==> src/rtl/wm8978_i2c_arb_if.sv <==
// Request/response bundle between the two WM8978 control clients, the
// arbiter and the shared I2C master. "slave" is the arbiter's view,
// "master" is the view of whatever drives the clients and the I2C side.
interface wm8978_i2c_arb_if;
    logic        r0_exec;
    logic [15:0] r0_data;
    logic        r0_done;
    logic        r0_err;
    logic        r1_exec;
    logic [15:0] r1_data;
    logic        r1_done;
    logic        r1_err;
    logic        i2c_exec;
    logic [15:0] i2c_data;
    logic        i2c_done;
    logic [1:0]  grant;
    logic        busy;
    logic [1:0]  ovf;

    modport slave (
        input  r0_exec, r0_data, r1_exec, r1_data, i2c_done,
        output r0_done, r0_err, r1_done, r1_err,
        output i2c_exec, i2c_data, grant, busy, ovf
    );

    modport master (
        output r0_exec, r0_data, r1_exec, r1_data, i2c_done,
        input  r0_done, r0_err, r1_done, r1_err,
        input  i2c_exec, i2c_data, grant, busy, ovf
    );
endinterface

==> src/rtl/wm8978_i2c_arb.sv <==
// Two-port round-robin arbiter in front of a single WM8978 I2C write master.
// Each port can hold one outstanding 16-bit register write; extra requests
// while a port is still pending are dropped and flagged in ovf. A WAIT-state
// watchdog aborts a transaction that never sees i2c_done.
module wm8978_i2c_arb #(
    parameter logic [15:0] TIMEOUT = 16'd50000
) (
    input  logic                  clk,
    input  logic                  rst,
    wm8978_i2c_arb_if.slave       bus
);

    typedef enum logic [1:0] {
        ST_IDLE  = 2'd0,
        ST_ISSUE = 2'd1,
        ST_WAIT  = 2'd2
    } state_t;

    state_t      state_reg;
    logic [1:0]  pend_reg;
    logic [15:0] hold_reg [2];
    logic [1:0]  done_reg;
    logic [1:0]  err_reg;
    logic [1:0]  grant_reg;
    logic [1:0]  ovf_reg;
    logic        last_reg;       // 1 = port 1 was granted last
    logic        i2c_exec_reg;
    logic [15:0] i2c_data_reg;
    logic [15:0] cnt_reg;

    logic [1:0]  exec_w;
    logic [15:0] data_w [2];
    logic [1:0]  accept_w;
    logic [1:0]  drop_w;
    logic [1:0]  elig_w;
    logic        win_w;
    logic        timeout_w;

    assign exec_w = {bus.r1_exec, bus.r0_exec};

    // Per-port request qualification. A port whose done pulse is on the
    // outputs still has its pending bit set for this edge (so a re-request in
    // that cycle is dropped), but it must not be re-granted.
    generate
        for (genvar gi = 0; gi < 2; gi++) begin : gen_port
            assign data_w[gi]   = (gi == 0) ? bus.r0_data : bus.r1_data;
            assign accept_w[gi] = exec_w[gi] & ~pend_reg[gi];
            assign drop_w[gi]   = exec_w[gi] &  pend_reg[gi];
            assign elig_w[gi]   = pend_reg[gi] & ~done_reg[gi];
        end
    endgenerate

    // Round-robin pick: on a tie the port not granted last wins.
    always_comb begin
        win_w = 1'b0;
        if (elig_w == 2'b11) begin
            win_w = ~last_reg;
        end else begin
            win_w = elig_w[1];
        end
    end

    assign timeout_w = (TIMEOUT != 16'd0) && (cnt_reg == TIMEOUT - 16'd1);

    // Request capture, arbitration FSM, watchdog and registered outputs.
    always_ff @(posedge clk) begin
        if (rst) begin
            state_reg    <= ST_IDLE;
            pend_reg     <= 2'b00;
            for (int i = 0; i < 2; i++) begin
                hold_reg[i] <= 16'd0;
            end
            done_reg     <= 2'b00;
            err_reg      <= 2'b00;
            grant_reg    <= 2'b00;
            ovf_reg      <= 2'b00;
            last_reg     <= 1'b1;
            i2c_exec_reg <= 1'b0;
            i2c_data_reg <= 16'd0;
            cnt_reg      <= 16'd0;
        end else begin
            done_reg     <= 2'b00;
            err_reg      <= 2'b00;
            i2c_exec_reg <= 1'b0;

            for (int i = 0; i < 2; i++) begin
                if (done_reg[i]) begin
                    pend_reg[i] <= 1'b0;
                end
                if (accept_w[i]) begin
                    pend_reg[i] <= 1'b1;
                    hold_reg[i] <= data_w[i];
                end
                if (drop_w[i]) begin
                    ovf_reg[i] <= 1'b1;
                end
            end

            case (state_reg)
                ST_IDLE: begin
                    if (elig_w != 2'b00) begin
                        grant_reg    <= win_w ? 2'b10 : 2'b01;
                        last_reg     <= win_w;
                        i2c_data_reg <= hold_reg[win_w];
                        state_reg    <= ST_ISSUE;
                    end
                end
                ST_ISSUE: begin
                    i2c_exec_reg <= 1'b1;
                    cnt_reg      <= 16'd0;
                    state_reg    <= ST_WAIT;
                end
                ST_WAIT: begin
                    if (bus.i2c_done) begin
                        done_reg  <= grant_reg;
                        grant_reg <= 2'b00;
                        state_reg <= ST_IDLE;
                    end else if (timeout_w) begin
                        done_reg  <= grant_reg;
                        err_reg   <= grant_reg;
                        grant_reg <= 2'b00;
                        state_reg <= ST_IDLE;
                    end else if (cnt_reg != 16'hFFFF) begin
                        cnt_reg <= cnt_reg + 16'd1;
                    end
                end
                default: begin
                    state_reg <= ST_IDLE;
                end
            endcase
        end
    end

    assign bus.r0_done  = done_reg[0];
    assign bus.r0_err   = err_reg[0];
    assign bus.r1_done  = done_reg[1];
    assign bus.r1_err   = err_reg[1];
    assign bus.i2c_exec = i2c_exec_reg;
    assign bus.i2c_data = i2c_data_reg;
    assign bus.grant    = grant_reg;
    assign bus.ovf      = ovf_reg;
    assign bus.busy     = (state_reg != ST_IDLE) | (|pend_reg);

endmodule

==> src/flat_wrapper.sv <==
// flat-port wrapper written by rule: the top's interface ports become plain ports
module wm8978_i2c_arb_flat 
#(
    parameter logic [15:0] TIMEOUT = 16'd50000
)
  (clk, rst, bus_r0_exec, bus_r0_data, bus_r1_exec, bus_r1_data, bus_i2c_done, bus_r0_done, bus_r0_err, bus_r1_done, bus_r1_err, bus_i2c_exec, bus_i2c_data, bus_grant, bus_busy, bus_ovf);
  wm8978_i2c_arb_if bus_i ();
  input  logic clk;
  input  logic rst;
  input wire logic [$bits(bus_i.r0_exec)-1:0] bus_r0_exec;
  input wire logic [$bits(bus_i.r0_data)-1:0] bus_r0_data;
  input wire logic [$bits(bus_i.r1_exec)-1:0] bus_r1_exec;
  input wire logic [$bits(bus_i.r1_data)-1:0] bus_r1_data;
  input wire logic [$bits(bus_i.i2c_done)-1:0] bus_i2c_done;
  output wire logic [$bits(bus_i.r0_done)-1:0] bus_r0_done;
  output wire logic [$bits(bus_i.r0_err)-1:0] bus_r0_err;
  output wire logic [$bits(bus_i.r1_done)-1:0] bus_r1_done;
  output wire logic [$bits(bus_i.r1_err)-1:0] bus_r1_err;
  output wire logic [$bits(bus_i.i2c_exec)-1:0] bus_i2c_exec;
  output wire logic [$bits(bus_i.i2c_data)-1:0] bus_i2c_data;
  output wire logic [$bits(bus_i.grant)-1:0] bus_grant;
  output wire logic [$bits(bus_i.busy)-1:0] bus_busy;
  output wire logic [$bits(bus_i.ovf)-1:0] bus_ovf;
  assign bus_i.r0_exec = bus_r0_exec;
  assign bus_i.r0_data = bus_r0_data;
  assign bus_i.r1_exec = bus_r1_exec;
  assign bus_i.r1_data = bus_r1_data;
  assign bus_i.i2c_done = bus_i2c_done;
  assign bus_r0_done = bus_i.r0_done;
  assign bus_r0_err = bus_i.r0_err;
  assign bus_r1_done = bus_i.r1_done;
  assign bus_r1_err = bus_i.r1_err;
  assign bus_i2c_exec = bus_i.i2c_exec;
  assign bus_i2c_data = bus_i.i2c_data;
  assign bus_grant = bus_i.grant;
  assign bus_busy = bus_i.busy;
  assign bus_ovf = bus_i.ovf;
  wm8978_i2c_arb #(.TIMEOUT(TIMEOUT)) u_core (.clk(clk), .rst(rst), .bus(bus_i));
endmodule
==> config.mk <==
export PLATFORM = sky130hd
export DESIGN_NAME = wm8978_i2c_arb_flat
export DESIGN_NICKNAME = d
export VERILOG_FILES = /design/src/rtl/wm8978_i2c_arb_if.sv /design/src/rtl/wm8978_i2c_arb.sv /design/src/flat_wrapper.sv
export SDC_FILE = /design/constraint.sdc
export NUM_CORES = 1
export LEC_CHECK = 0
export CAP_MARGIN = 10
export CELL_PAD_IN_SITES_DETAIL_PLACEMENT = 1
export CELL_PAD_IN_SITES_GLOBAL_PLACEMENT = 2
export CORE_UTILIZATION = 35
export DETAILED_ROUTE_END_ITERATION = 10
export GPL_TIMING_DRIVEN = 0
export PLACE_DENSITY = 0.87
export SLEW_MARGIN = 20
export SYNTH_ARGS = -nofsm -noshare
export SYNTH_HDL_FRONTEND = slang
export SYNTH_SLANG_ARGS = --single-unit
==> constraint.sdc <==
create_clock -name clk -period 2.65 [get_ports clk]
set_input_delay 0.3975 -clock clk [delete_from_list [all_inputs] [get_ports clk]]
set_output_delay 0.3975 -clock clk [all_outputs]
set_load 0.05 [all_outputs]
# --- Word-level counts from Yosys, hierarchy flattened ---
# Memories as Yosys holds them, arrays and structs flattened. A register that Yosys moved wholly into a read port is not among the register bits.
# Cells that the tools add are included.
classes:
  n_addsub: 1
  eq_ne: 10
  mux: 29
  n_bitwise: 15
  n_reduce_logical: 14
op_table:
  columns: ["operator", "count"]
  rows:
  - ["two-way mux 16 bit", 5]
  - ["case mux 16 bit (2 select lines)", 1]
  - ["adder 16 x 1 -> 16 bit (second input constant)", 1]
  - ["equality test 16 bit (second input constant)", 1]
  - ["!= test 16 bit (second input constant)", 1]
  - ["two-way mux 1 bit", 14]
  - ["two-way mux 2 bit", 7]
  - ["nonzero test 2 bit", 6]
  - ["AND 1 bit", 6]
  - ["inverter 1 bit", 6]
  - ["case mux 2 bit (3 select lines)", 1]
  - ["equality test 2 bit (second input constant)", 2]
  - ["!= test 2 x 1 -> 1 bit (second input constant)", 2]
  - ["!= test 2 bit (second input constant)", 2]
  - ["case mux 2 bit (2 select lines)", 1]
  - ["AND reduction 2 bit", 2]
  - ["AND reduction 4 bit", 1]
  - ["OR reduction 2 bit", 2]
  - ["!= test 3 x 2 -> 1 bit (second input constant)", 1]
  - ["OR 1 bit", 3]
  - ["AND reduction 3 bit", 1]
  - ["OR reduction 3 bit", 1]
  - ["equality test 2 x 1 -> 1 bit (second input constant)", 1]
  - ["zero test 2 bit", 1]
totals:
  register_bits: 30
  ram_bits: 32
  word_cells: 81
  memories: 1
memory_table:
  columns: ["memory", "depth", "width", "read_ports", "rd_clocked_by_memory_dff", "wr", "line_no", "rtl"]
  rows:
  - ["u_core.hold_reg", 2, 16, 1, 1, 2, "wm8978_i2c_arb.sv:21", "logic [15:0] hold_reg [2];"]

# --- Logic depth before layout (Yosys ltp) ---
# Gate-level depths: netlist of the first run.
depth:
  word_depth: 7
  ltp_mapped: 7
  ltp_nobuf: 6

# --- Worst setup path after synthesis of the first run ---
# OpenSTA, ideal clock, no wires.
synth_timing:
  kind: "register to register"
  startpoint: "reg u_core.cnt_reg[0]"
  endpoint: "reg u_core.cnt_reg[11]"
  setup_ns: 0.114
  arrival_time_ns: 1.711
  required_ns: 2.536
  setup_slack_ns: 0.825
  path_stages_with_launch: 8
  n_path_buf: 1
  path_cell_list: "dfxtp_1 -> ha_1 -> and3_1 -> buf_6 -> a41o_1 -> o31a_1 -> a21o_1 -> a21o_1"
synth_via:
  elab_chain_cells: 5
  word_cells_on_any_way: 10
synth_rtl:
  columns: ["element", "line_no", "rtl"]
  rows:
  - ["start: declaration", "wm8978_i2c_arb.sv:29", "logic [15:0] cnt_reg;"]
  - ["start signal: assignment", "wm8978_i2c_arb.sv:124", "cnt_reg <= cnt_reg + 16'd1;"]
  - ["adder 16 x 1 -> 16 bit", "wm8978_i2c_arb.sv:124", null]
  - ["two-way mux 16 bit", "wm8978_i2c_arb.sv:123", "end else if (cnt_reg != 16'hFFFF) begin"]
  - ["two-way mux 16 bit", "wm8978_i2c_arb.sv:118", "end else if (timeout_w) begin"]
  - ["two-way mux 16 bit", "wm8978_i2c_arb.sv:114", "if (bus.i2c_done) begin"]
  - ["case mux 16 bit (2 select lines)", "wm8978_i2c_arb.sv:99", "case (state_reg)"]
# Parallel ways exist; a longest one is shown, timed or not. The select of a mux whose other input is x is not followed.
# A chain may end at the register's enable or synchronous reset.

# --- Worst setup path after layout of the first run ---
layout_timing:
  startpoint: "reg u_core.state_reg[1]"
  endpoint: "out bus_busy"
layout_via:
  elab_chain_cells: 2
layout_rtl:
  columns: ["element", "line_no", "rtl"]
  rows:
  - ["start: declaration", "wm8978_i2c_arb.sv:19", "state_t state_reg;"]
  - ["start signal: assignment", "wm8978_i2c_arb.sv:68", "state_reg <= ST_IDLE;"]
  - ["start signal: assignment", "wm8978_i2c_arb.sv:105", "state_reg <= ST_ISSUE;"]
  - ["start signal: assignment", "wm8978_i2c_arb.sv:111", "state_reg <= ST_WAIT;"]
  - ["nonzero test 2 bit", "wm8978_i2c_arb.sv:142", "assign bus.busy = (state_reg != ST_IDLE) | (|pend_reg);"]
  - ["OR 1 bit", "wm8978_i2c_arb.sv:142", null]
  - ["end: declaration", "flat_wrapper.sv:22", "output wire logic [$bits(bus_i.busy)-1:0] bus_busy;"]
# No other way between the ends.

==> results of run 1 <==
==> power by group through the flow <==
| stage | Combinational (mW) | Clock (mW) | Sequential, mW |
|---|---|---|---|
| floorplan | 0.189 | 0 | 1.55 |
| global placement | 0.527 | 0 | 1.42 |
| detailed placement | 0.538 | 0 | 1.43 |
| CTS | 0.542 | 0.892 | 1.40 |
| global route | 0.573 | 0.946 | 1.41 |
| finish | 0.534 | 0.870 | 1.40 |
==> tightest hold or removal path, cell delays in order (launching register included) <==
cell,delay (ns)
dfxtp_1,0.34
a21oi_1,0.05
nor2_1,0.07
==> stage by stage <==
stage	utilization	hold slack, ns	std cells	power, mW
floorplan	-	0.473	327	1.74
global placement	0.445	0.452	517	1.95
detailed placement	0.445	0.478	517	1.96
CTS	0.465	0.500	533	2.83
global route	0.465	0.530	533	2.93
finish	0.465	0.493	533	2.80
==> logic make-up (layout without fill, tap and decap cells) <==
kind of cell             Yosys count  in the layout
AO/OA/AOI/OAI                     56             56
adder cells (fa/ha/maj)            1              1
multiplexers                       1              1
buffers and inverters             22             99
AND/OR/NAND/NOR                  168            168
XOR/XNOR                           1              1
flip-flops                        78             78
==> layout by cell type, fill, tap and decap left out, types with 4 or more instances in the layout <==
master           count
a21oi_1              9
and2_1              34
clkbuf_8             9
dfxtp_1             46
nand4_1              6
inv_1                6
clkdlybuf4s50_1     61
nor2_1              35
o21ai_0              5
nand2b_1             5
or4_1                4
a311oi_1            16
nand2_1             53
clkbuf_1            10
o211ai_1             6
inv_6                4
edfxtp_1            32
nor3_1               5
nand3_1              9
==> how the worst max path moves through the flow <==
stage | start | end | slack [ns] | depth (start not counted)
after floorplan | u_core.cnt_reg[0] | u_core.cnt_reg[11] | 0.82 | 7
after global placement | bus_i2c_done | u_core.cnt_reg[15] | 0.52 | 5
after detailed placement | bus_r1_exec | u_core.hold_reg[1][0] | 0.48 | 5
after CTS | u_core.state_reg[1] | bus_busy | 0.38 | 3
after global routing | u_core.state_reg[0] | bus_busy | 0.30 | 3
final | u_core.state_reg[1] | bus_busy | 0.39 | 3
==> metal layers <==
metal	up-vias	routed length, um	global-route usage
met5	-	0	0
met4	0	128	0.0645
met3	8	294	0.0520
met2	53	4690	0.360
met1	1354	3710	0.206
li1	1325	-	-
==> final cells by class <==
class                   instances  area, um2  area share
well taps                     129        161      0.0376
multi-input cells             227       1350       0.314
repair buffers                 61        611       0.142
plain buffers                  15       81.3      0.0189
flip-flops and latches         78       1880       0.438
clock buffers                   9        124      0.0288
clock inverters                 7       61.3      0.0143
inverters                       7       26.3     0.00611
==> summary.txt, run 1 <==
Synthesis
  • Area leader, netlist: edfxtp_1
  • Largest family of logic cells by synthesized area: simple AND/OR/NAND/NOR gates
  • Top_reg_cell synth: dfxtp_1
  • Yosys warning total: 0
  • Post-synthesis simple-gate area fraction: 0.263
  • Synth cell types: 49
  • Synth area leaders: edfxtp_1 29%, dfxtp_1 28%, and2_1 6.4%
  • Synth cell count leaders: 53 x nand2_1, 46 x dfxtp_1, 35 x nor2_1
  • Synth top area share: 0.288
  • Count leader, synth: nand2_1
  • Avg Cell Area, Syn: 10.2 um2
  • Fraction of registers with async set/reset: 0
  • Cells after Synth: 327
  • Mux share of post-synthesis cell area: 0.00337
  • Compound-Gate Fraction of Synth Area: 0.132
  • Net count after synthesis: 365
  • Post-synth EDFFs: 32
  • Synth Area in Adders: 0.00375
  • Sequential share of the synthesized area: 0.563
  • Yosys reg bits: 78
  • XOR/XNOR Fraction of Synth Area: 0.00262
  • Mapped Area: 3340 um2

STA
  • Period utilization: 0.851
  • Slew headroom: 0.477
  • Setup ws final: 0.394 ns
  • Least-Margin Pin Slew: 0.783 ns
  • Min Tclk post-route: 2.26 ns
  • Unrepaired setup endpoints after global routing: no
  • Slew Limit Fails: 0
  • Final-report setup violation count: 0
  • Max Freq: 0.443 GHz
  • TNS Setup: 0 ns
  • Clk_skew: 0.0147 ns
  • Fin. Hold Viols: 0

Placed design
  • Routability Congestion: 0.841
  • IO buf count: 61
  • Pre-CTS WS: 0.483 ns
  • Area post-placement: 4110 um2
  • DP HPWL: 6.44 mm

Global route
  • Initial antenna violation count: 0
  • Largest net degree at the start of global routing: 17
  • Grt total ovfl: 0
  • Vias in the first global route: 2895
  • Gr usage total: 0.192
  • First-pass GRT wire length: 14.5 mm

Worst setup path
  • R2r worst-path depth: 7
  • Crit Path Max Fanout: 8
  • Worst Setup Start Kind: flip-flop
  • Critical path class: reg -> out
  • RR Startpoint: u_core.cnt_reg[0]
  • Critical path endpoint category: output port
  • CP cell instances: nor2_1 -> nand2_1 -> clkdlybuf4s50_1
  • R2r setup slk: 0.62 ns
  • CP top delay family: buffers and inverters
  • Worst EP required: 2.25 ns
  • Worst Path Buf+Inv: 1
  • Crit path largest cell delay: 0.82 ns
  • Worst reg2reg endpoint: u_core.cnt_reg[15]
  • CP arrival: 1.86 ns
  • CP max stage cell: clkdlybuf4s50_1

Run
  • Max cap viols: 0

Floorplan
  • Chip Width: 99.7 um
  • Die Ht: 99.7 um
  • Core Region: 9240 um2
  • Die Area: 9940 um2
  • FP Rows: 35
  • Starting density of the core: 0.362
  • Io pins: 63

Routing
  • Residual DRC count: 0
  • Initial drt markers: 77
  • Avg WL per Cell: 16.5 um
  • Vias per cell: 5.14
  • Remaining antenna violation count: 0
  • Via count: 2740
  • DRT Pass-1 Iters: 4
  • Drt total wl: 8.82 mm

Min path
  • Worst hold start: u_core.bus.ovf[0]
  • Hold Crit Class: reg -> reg
  • Hold Crit Depth: 2
  • Hold Path End: u_core.bus.ovf[0]

Clocking
  • CTS Sinks: 78
  • Post-cts hold buffer count: 0
  • Clk root buf: clkbuf_8
  • H-tree depth: 3
  • Clk_lat worst skew: 0.36 ns
  • Clk pin slew, worst setup/hold paths: 0.10 ns
  • CTS buffer count: 9
  • Cts repair resizes: 0
  • Postcts setup bufs: 0
  • Longest Clk Path Bufs: 2
  • TritonCTS clock tree: built

Power and ir drop
  • Internal Power: 1.90 mW
  • VDD IR max: 0.339 mV
  • P_leak: 1.52 nW
  • Switching share of power: 0.321
  • P_sw: 0.900 mW
  • Clock Power Share: 0.310
  • Cell area power density: 652 nW/um2
  • Gate power share: 0.191
  • Sequential share of power: 0.499

Layout
  • Nets@finish: 437
  • Area Overhead vs Synth: 28.7%
  • FILL cells: 1033
  • Layout cells sized above 1: 0.0792
  • Final instance area: 4300 um2
  • Max FFs per register: 32
  • Antenna cells: 0

Run status
  • Status: finished, final reports clean
Note: power is estimated with default switching activity, not from simulation.
==> run 2, diff against run 1 <==
--- a/config.mk
+++ b/config.mk
@@ -12,7 +12,6 @@
 export DETAILED_ROUTE_END_ITERATION = 10
 export GPL_TIMING_DRIVEN = 0
 export PLACE_DENSITY = 0.87
-export SLEW_MARGIN = 20
 export SYNTH_ARGS = -nofsm -noshare
 export SYNTH_HDL_FRONTEND = slang
 export SYNTH_SLANG_ARGS = --single-unit
==> results of run 2 <==
Final layout, timing and power as in run 1 (identical DEF).
==> run 3, diff against run 2 <==
--- a/config.mk
+++ b/config.mk
@@ -9,9 +9,11 @@
 export CELL_PAD_IN_SITES_DETAIL_PLACEMENT = 1
 export CELL_PAD_IN_SITES_GLOBAL_PLACEMENT = 2
 export CORE_UTILIZATION = 35
+export CTS_CLUSTER_SIZE = 16
 export DETAILED_ROUTE_END_ITERATION = 10
 export GPL_TIMING_DRIVEN = 0
 export PLACE_DENSITY = 0.87
+export SLEW_MARGIN = 20
 export SYNTH_ARGS = -nofsm -noshare
 export SYNTH_HDL_FRONTEND = slang
 export SYNTH_SLANG_ARGS = --single-unit
==> constraint.sdc (replaced) <==
create_clock -name clk -period 2.65 [get_ports clk]
set_input_delay 0.3975 -clock clk [delete_from_list [all_inputs] [get_ports clk]]
set_output_delay 0.3975 -clock clk [all_outputs]
set_load 0.1 [all_outputs]
==> summary.txt, run 3 (synthesis results as in run 1) <==
Run status
  • Status: finished, final reports clean

Layout
  • Commonest non-fill, non-tap cell in the layout: clkdlybuf4s50_1
  • Area Overhead vs Synth: 28.7% (about the same)
  • Layout cells sized above 1: 0.0792 (unchanged)
  • Max FFs per register: 32 (unchanged)
  • FF/Latch Area: 1880 um2 (unchanged)
  • Final std cells w/o fill: 533 (unchanged)
  • Most frequent cells in the layout: 60 x clkdlybuf4s50_1, 53 x nand2_1, 46 x dfxtp_1, 35 x nor2_1, 34 x and2_1
  • FILL cells: 1032 (-0.097%)
  • Area occupied by multi-input gates: 1350 um2 (unchanged)
  • Layout Utilization: 0.465 (about the same)
  • Antenna cells: 0 (unchanged)
  • Nets@finish: 437 (unchanged)

Worst setup path
  • CP top delay family: buffers and inverters
  • R2r setup slk: 0.62 ns (about the same)
  • RR Startpoint: u_core.cnt_reg[0]
  • Crit Path Max Fanout: 3 (-5)
  • Worst reg2reg endpoint: u_core.cnt_reg[15]
  • Worst Setup Start Kind: flip-flop
  • CP max stage cell: clkdlybuf4s50_1
  • Worst EP required: 2.25 ns (about the same)
  • Worst Path Buf+Inv: 1 (unchanged)
  • Critical path endpoint category: output port
  • R2r worst-path depth: 7 (unchanged)
  • CP cell instances: clkdlybuf4s50_1
  • Critical path class: reg -> out
  • CP arrival: 1.93 ns (+0.07 ns)
  • Crit path largest cell delay: 1.16 ns (+0.34 ns)

Routing
  • DRT Pass-1 Iters: 4 (unchanged)
  • Via count: 2739 (-0.036%)
  • Avg WL per Cell: 16.6 um (about the same)
  • Drt total wl: 8.82 mm (about the same)
  • Residual DRC count: 0 (unchanged)
  • Vias per cell: 5.14 (about the same)
  • Remaining antenna violation count: 0 (unchanged)
  • Initial drt markers: 77 (unchanged)

STA
  • Min Tclk post-route: 2.32 ns (+0.0665 ns)
  • Hold_ws: 0.493 ns (+0.00000200 ns)
  • Max Freq: 0.431 GHz (-2.9%)
  • TNS Setup: 0 ns (unchanged)
  • Period utilization: 0.877 (+0.0251)
  • Fin. Hold Viols: 0 (unchanged)
  • Least-Margin Pin Slew: 1.04 ns (+0.257 ns)
  • Slew headroom: 0.305 (-0.172)
  • Slew Limit Fails: 0 (unchanged)
  • Unrepaired setup endpoints after global routing: no
  • Final-report setup violation count: 0 (unchanged)
  • Clk_skew: 0.0147 ns (unchanged)

Floorplan
  • Chip Width: 99.7 um (unchanged)
  • FP Rows: 35 (unchanged)
  • Die Area: 9940 um2 (unchanged)
  • Die Ht: 99.7 um (unchanged)
  • Starting density of the core: 0.362 (unchanged)
  • Core Region: 9240 um2 (unchanged)
  • Io pins: 63 (unchanged)

Clocking
  • Clk root buf: clkbuf_8
  • CTS Sinks: 78 (unchanged)
  • Longest Clk Path Bufs: 2 (unchanged)
  • Cts repair resizes: 0 (unchanged)
  • H-tree depth: 3 (unchanged)
  • TritonCTS clock tree: built
  • CTS buffer count: 9 (unchanged)
  • Post-cts hold buffer count: 0 (unchanged)
  • Postcts setup bufs: 0 (unchanged)
  • Clk_lat worst skew: 0.36 ns (about the same)
  • Clk pin slew, worst setup/hold paths: 0.09 ns (about the same)

Min path
  • Hold Path End: u_core.bus.ovf[0]
  • Hold Crit Class: reg -> reg
  • Hold Crit Depth: 2 (unchanged)
  • Worst hold start: u_core.bus.ovf[0]

Power and ir drop
  • Cell area power density: 689 nW/um2 (+5.7%)
  • Total power: 2.96 mW (+5.8%)
  • VDD IR max: 0.376 mV (+11%)
  • P_leak: 1.53 nW (+0.48%)

Placed design
  • DP HPWL: 6.44 mm (unchanged)
  • Routability Congestion: 0.841 (unchanged)
  • IO buf count: 61 (unchanged)
  • Placed cells: 517 (unchanged)

Global route
  • Initial antenna violation count: 0 (unchanged)
  • First-pass GRT wire length: 14.5 mm (unchanged)
  • Largest net degree at the start of global routing: 17 (unchanged)
  • Gr usage total: 0.192 (unchanged)
  • Vias in the first global route: 2895 (unchanged)
  • Grt total ovfl: 0 (unchanged)

Run
  • Max cap viols: 0 (unchanged)
run 3: cell types whose count changed in the layout (fill, tap and decap cells not counted), sizes merged:
| cell | before | now |
|---|---|---|
| dlymetal6s2s | 0 | 1 |
| clkdlybuf4s50 | 61 | 60 |
run 3: how the worst max path moves through the flow:
stage,slack (ns),endpoint,start,depth (start not counted)
finish,0.33,bus_grant[1],u_core.bus.grant[1],1
global route,0.26,bus_grant[1],u_core.bus.grant[1],1
CTS,0.05,bus_busy,u_core.state_reg[1],3
detailed placement,0.46,bus_busy,u_core.state_reg[0],3
global placement,0.49,bus_busy,u_core.state_reg[1],3
floorplan,0.54,u_core.bus.i2c_data[0],u_core.done_reg[0],6
run 3: per-stage QoR:
stage | cell area (um2) | setup WS, ns
2_1_floorplan | 3340 | 0.545
3_3_place_gp | 4110 | 0.491
3_5_place_dp | 4110 | 0.458
4_1_cts | 4300 | 0.0499
5_1_grt | 4300 | 0.263
6_report | 4300 | 0.327
run 3: layout make-up:
class                   instances  share of cell area
clock inverters                 7              0.0143
flip-flops and latches         78               0.438
clock buffers                   9              0.0288
repair buffers                 61               0.143
well taps                     129              0.0375
inverters                       7             0.00611
multi-input cells             227               0.314
plain buffers                  15              0.0189
run 3: power by group:
group	switching [mW]	internal (mW)	total [mW]	leakage [nW]
sequential	0.0482	1.35	1.40	0.720
clock	0.509	0.360	0.870	0.0892
combinational	0.504	0.191	0.695	0.716
total	1.06	1.90	2.96	1.53
run 3: layer usage:
| layer | wire [um] | GRT usage | up-vias |
|---|---|---|---|
| li1 | - | - | 1325 |
| met1 | 3710 | 0.206 | 1353 |
| met2 | 4690 | 0.360 | 53 |
| met3 | 294 | 0.0520 | 8 |
| met4 | 128 | 0.0645 | 0 |
| met5 | 0 | 0 | - |
